File: src/rtl/blob_bounding_box.sv
// blob_bounding_box: per-frame detected-pixel count and bounding box of a thresholded pixel stream
// Ports:
//   clock, nReset              - rising-edge clock, asynchronous active-low reset
//   newScreen, newLine         - one-cycle start-of-frame / end-of-line pulses
//   pixelValid, thresholdedPixel - pixel stream; 16'h07E0 marks a detected pixel
//   resultValid                - one-cycle pulse when the result registers update
//   found, minX, maxX, minY, maxY, pixelCount - committed result of the last frame
module blob_bounding_box #(
    parameter int X_BITS     = 11,
    parameter int Y_BITS     = 10,
    parameter int COUNT_BITS = 20,
    parameter int MIN_PIXELS = 16
) (
    input  logic                  clock,
    input  logic                  nReset,
    input  logic                  newScreen,
    input  logic                  newLine,
    input  logic                  pixelValid,
    input  logic [15:0]           thresholdedPixel,
    output logic                  resultValid,
    output logic                  found,
    output logic [X_BITS-1:0]     minX,
    output logic [X_BITS-1:0]     maxX,
    output logic [Y_BITS-1:0]     minY,
    output logic [Y_BITS-1:0]     maxY,
    output logic [COUNT_BITS-1:0] pixelCount
);
    typedef enum logic {IDLE, ACTIVE} state_t;
    state_t state, state_nxt;
    logic commit, run;
    logic [X_BITS-1:0] x, xb, x_nxt, accMinX, accMaxX, mnxb, mxxb, mnx_nxt, mxx_nxt;
    logic [Y_BITS-1:0] y, yb, accMinY, accMaxY, mnyb, mxyb, mny_nxt, mxy_nxt;
    logic [COUNT_BITS-1:0] accCount, cb, cnt_nxt;
    logic hit;

    always_ff @(posedge clock or negedge nReset)
        if (!nReset) state <= IDLE;
        else state <= state_nxt;

    always_comb state_nxt = newScreen ? ACTIVE : state;

    always_comb begin
        commit = newScreen && state == ACTIVE;
        run    = newScreen || state == ACTIVE;
    end

    // Control events are applied first; the pixel then lands on the updated position/accumulators.
    always_comb begin
        hit     = pixelValid && thresholdedPixel == 16'h07E0;
        xb      = (newScreen || newLine) ? '0 : x;
        yb      = newScreen ? '0 : newLine ? (&y ? y : y + 1'b1) : y;
        cb      = newScreen ? '0 : accCount;
        mnxb    = newScreen ? '1 : accMinX;
        mxxb    = newScreen ? '0 : accMaxX;
        mnyb    = newScreen ? '1 : accMinY;
        mxyb    = newScreen ? '0 : accMaxY;
        x_nxt   = (pixelValid && !(&xb)) ? xb + 1'b1 : xb;
        cnt_nxt = (hit && !(&cb)) ? cb + 1'b1 : cb;
        mnx_nxt = (hit && xb < mnxb) ? xb : mnxb;
        mxx_nxt = (hit && xb > mxxb) ? xb : mxxb;
        mny_nxt = (hit && yb < mnyb) ? yb : mnyb;
        mxy_nxt = (hit && yb > mxyb) ? yb : mxyb;
    end

    always_ff @(posedge clock or negedge nReset)
        if (!nReset) begin
            x        <= '0;
            y        <= '0;
            accCount <= '0;
            accMinX  <= '1;
            accMaxX  <= '0;
            accMinY  <= '1;
            accMaxY  <= '0;
        end else if (run) begin
            x        <= x_nxt;
            y        <= yb;
            accCount <= cnt_nxt;
            accMinX  <= mnx_nxt;
            accMaxX  <= mxx_nxt;
            accMinY  <= mny_nxt;
            accMaxY  <= mxy_nxt;
        end

    // An empty frame reports zero bounds rather than the all-ones/zero accumulator seeds.
    always_ff @(posedge clock or negedge nReset)
        if (!nReset) begin
            resultValid <= 1'b0;
            found       <= 1'b0;
            minX        <= '0;
            maxX        <= '0;
            minY        <= '0;
            maxY        <= '0;
            pixelCount  <= '0;
        end else begin
            resultValid <= commit;
            if (commit) begin
                pixelCount <= accCount;
                found      <= accCount >= COUNT_BITS'(MIN_PIXELS);
                minX       <= accCount == '0 ? '0 : accMinX;
                maxX       <= accCount == '0 ? '0 : accMaxX;
                minY       <= accCount == '0 ? '0 : accMinY;
                maxY       <= accCount == '0 ? '0 : accMaxY;
            end
        end
endmodule
File: config.mk
export PLATFORM = sky130hd
export DESIGN_NAME = blob_bounding_box
export DESIGN_NICKNAME = d
export VERILOG_FILES = /design/src/rtl/blob_bounding_box.sv
export SDC_FILE = /design/constraint.sdc
export NUM_CORES = 1
export LEC_CHECK = 0
export BUFFER_PORTS_ARGS = -buffer_cell sky130_fd_sc_hd__buf_2
export CAP_MARGIN = 40
export CORE_UTILIZATION = 45
export CTS_CLUSTER_DIAMETER = 100
export DETAILED_ROUTE_END_ITERATION = 12
export PLACE_DENSITY = 0.66
export SYNTH_ARGS = -nofsm -noshare
export SYNTH_HDL_FRONTEND = slang
export SYNTH_SLANG_ARGS = --single-unit
File: constraint.sdc
create_clock -name clock -period 4.1 [get_ports clock]
set_input_delay 0.41 -clock clock [delete_from_list [all_inputs] [get_ports clock]]
set_output_delay 0.41 -clock clock [all_outputs]
set_load 0.05 [all_outputs]
==> flow_summary.ini <==
[status]
status = finished clean

[synthesis]
synth_nets = 791
syn_area_um2 = 7636
async_flop_share_pct = 100.0
syn_inst = 727
synth_edf_count = 0
synth.avg_cell_area_um2 = 10.50
ys_types = 72
synth-warning-count = 0
ys_ff_latch = 148
ys_seq_area_share_pct = 48.84
yosys_most_used_dff = dfrtp_1

[drt]
via_count = 6149
post-route-drc-count = 0
wirelength_um = 18820
vias_per_cell = 5.941
first_pass_iters = 6
drtIter0Drc = 379
wl_per_cell_um = 18.19
drtAntennaViolNets = 0

[clocking]
clk_pin_slew_ns = 0.06
cts-buffers-inserted = 17
cts_buffer_depth = 2
worstSkewPairLatency_ns = 0.42
postCtsSetupRepairBufs = 0
htree_num_levels = 4
root_buffer = clkbuf_16
tritoncts = yes
cts_num_sinks = 148

[cells_and_area]
fillers = 1539
layout-drive-gt1-share_pct = 22.21
finalNetCount = 866
final_common_cell = dfrtp_1
final-instance-count-excl-fill = 1035
diodes = 0
syn_to_final_growth_pct = 16.75
mostFrequentLayoutCells = 127 x dfrtp_1, 83 x buf_2, 68 x nand2_1

[worst_setup_path]
slowest_stage = o311ai_2
worstPathCellList = ha_1 -> nand2_1 -> o31ai_1 -> mux2i_1 -> or2_1 -> inv_1 -> ha_1 -> nor2b_1 -> o21a_1 -> o21a_1 -> o311ai_2 -> o32ai_1
critPathArrivalTime_ns = 3.89
crit_path_max_fanout = 10
worst-setup-path-type = reg -> reg
start_kind = register
cp_data_required_time_ns = 4.36
critPathCaptureType = register
cp_slowest_stage_delay_ns = 0.70

[grt]
top_usage_layer = met2
use_met3_pct = 3.614
use_met1_pct = 31.64
grt_max_degree = 95
grt_pass1_wl_um = 31210
grt_overflow = 0
met2_usage_pct = 34.86
antenna_found_initial = 0
grt_pass1_vias = 6037
track_usage_pct = 22.47

[floorplan]
rows = 47
die-area_um2 = 17490
core_um2 = 16580
die_h_um = 132.3
start_util_pct = 46.05
dieWidth_um = 132.3
num_io_pins = 85

[timing]
finalHoldViolCount = 0
finalCritPeriodShare_pct = 88.64
fin_setup_tns_ns = 0
finalSetupViolations = 0
clock_skew_ns = 0.007859
relSlewSlack_pct = 35.44
fmax_mhz = 275.2
rsz0062_at_grt = no
slew_violations = 0
fin_crit_ns = 3.634
tightestPinTransition_ns = 0.9684

[run]
maxCapViolCount = 0

[pwr]
p_int_mw = 2.523
netSwitchingFraction_pct = 21.38
peakVddDrop_uv = 282.7
p_leak_nw = 4.366
p_comb_share_pct = 3.9
clkPwrFrac_pct = 50.2
p_seq_share_pct = 45.9
powerDensity_nw_per_um2 = 360.0
p_switching_mw = 0.6861

[placement]
port_buffers = 84
gp_congestion = 0.8499
place.detailed.hpwl_um = 13090
dp.cells = 1002

[worst_hold_path]
hold_class = in -> async
kinds of logic (layout without fill, tap and decap cells):
| family | Yosys count | in the layout | share of synthesized area (%) |
|---|---|---|---|
| flops | 148 | 148 | 48.84 |
| compound gates | 187 | 187 | 18.30 |
| simple gates | 231 | 231 | 15.94 |
| mux | 26 | 26 | 3.769 |
| xor+xnor | 20 | 20 | 2.294 |
| buf+inv | 72 | 160 | 3.801 |
| fa+ha+maj | 43 | 43 | 7.046 |
layout make-up:
class	instances	area (um^2)	area share, %
well taps	220	275.3	3.088
repair buffers	94	536.8	6.021
flip-flops and latches	148	3730	41.84
clock buffers	24	491.7	5.516
inverters	34	127.6	1.432
multi-input cells	507	3630	40.72
clock inverters	8	123.9	1.389
what timing repair did:
item | 4_1_cts | 5_1_grt
endpoints found under the setup margin | 0 | 0
endpoints found under the hold margin | 7 | 0
gates resized for setup | 0 | 0
hold buffers | 1 | 0
flip-flops by register name, summed over array words and instances, names as in the netlist:
name,count
y,10
accCount,20
resultValid,1
x,11
accMaxX,11
minY,10
accMinY,10
found,1
maxY,10
minX,11
accMaxY,10
state,1
accMinX,11
maxX,11
pixelCount,20
worst max-delay path, delay by kind of cell, from the launching register on:
family	cells	cell delay, ns
muxes	1	0.22
DFF	1	0.45
buffers and inverters	1	0.10
AOI/OAI and AO/OA	5	1.69
and+or+nand+nor	3	0.42
adders and majority gates	2	0.57
path summary, 6_finish.rpt:
| kind | startpoint | to | slack, ns | depth (start not counted) |
|---|---|---|---|---|
| worst max-delay path | y[0] | accMaxY[0] | 0.47 | 12 |
| worst max register to register | y[0] | accMaxY[0] | 0.47 | 12 |
| max in group asynchronous | nReset | accCount[4] | 2.71 | 4 |
| min in group clock | pixelCount[10] | pixelCount[10] | 0.48 | 2 |
| worst min register to register | pixelCount[10] | pixelCount[10] | 0.48 | 2 |
| worst min-delay path | nReset | pixelCount[17] | 0.34 | 2 |
power groups by stage:
stage	Sequential (mW)	Combinational (mW)	Clock, mW
6_report	1.47	0.125	1.61
3_3_place_gp	1.50	0.119	0
5_1_grt	1.47	0.139	1.71
2_1_floorplan	1.50	0.0601	0
3_5_place_dp	1.50	0.125	0
4_1_cts	1.47	0.127	1.64
stage by stage:
step	setup slack, ns	util, %	hold slack, ns	area, um^2	total power [mW]
2_1_floorplan	0.9930	-	0.1144	7636	1.558
3_3_place_gp	0.6511	49.82	0.4637	8262	1.615
3_5_place_dp	0.5245	49.98	0.2162	8289	1.622
4_1_cts	0.5011	53.76	0.3356	8915	3.234
5_1_grt	0.2007	53.76	0.3483	8915	3.315
6_report	0.4657	53.76	0.3412	8915	3.209
cells in the mapped netlist (all sizes together), types with 3 or more instances:
library cell / number / share of area (%)
nand3b: 3 / 0.29
nand3: 29 / 1.9
xnor2: 10 / 1.1
nor3b: 3 / 0.43
or2: 6 / 0.49
ha: 43 / 7.0
a21oi: 27 / 1.8
clkbuf: 25 / 1.2
a21o: 6 / 0.59
mux2: 22 / 3.2
and2: 5 / 0.41
o22ai: 20 / 1.6
or4: 7 / 0.69
a2111oi: 14 / 1.8
nand2b: 4 / 0.33
inv: 33 / 1.6
a22o: 42 / 4.8
a211oi: 4 / 0.39
nor2b: 8 / 0.66
o21ai: 19 / 1.2
nand2: 69 / 3.4
o211ai: 5 / 0.49
mux2i: 4 / 0.52
a31oi: 3 / 0.25
dfrtp: 127 / 42
nand4: 12 / 0.98
o21a: 5 / 0.49
and3: 12 / 0.98
a211o: 5 / 0.57
o31ai: 9 / 0.88
o22a: 10 / 1.1
nor3: 7 / 0.46
buf: 13 / 0.90
and4: 7 / 0.84
nor2: 39 / 1.9
xor2: 10 / 1.1
nor4: 15 / 1.5
dfstp: 21 / 7.2
routing by layer:
layer  vias to the layer above  share of wire, %
li1                       2875                 -
met4                         0               2.0
met1                      3059                48
met2                       187                46
met3                        28               4.2
met5                         -                 0
Power figures use the tool's default switching activity.
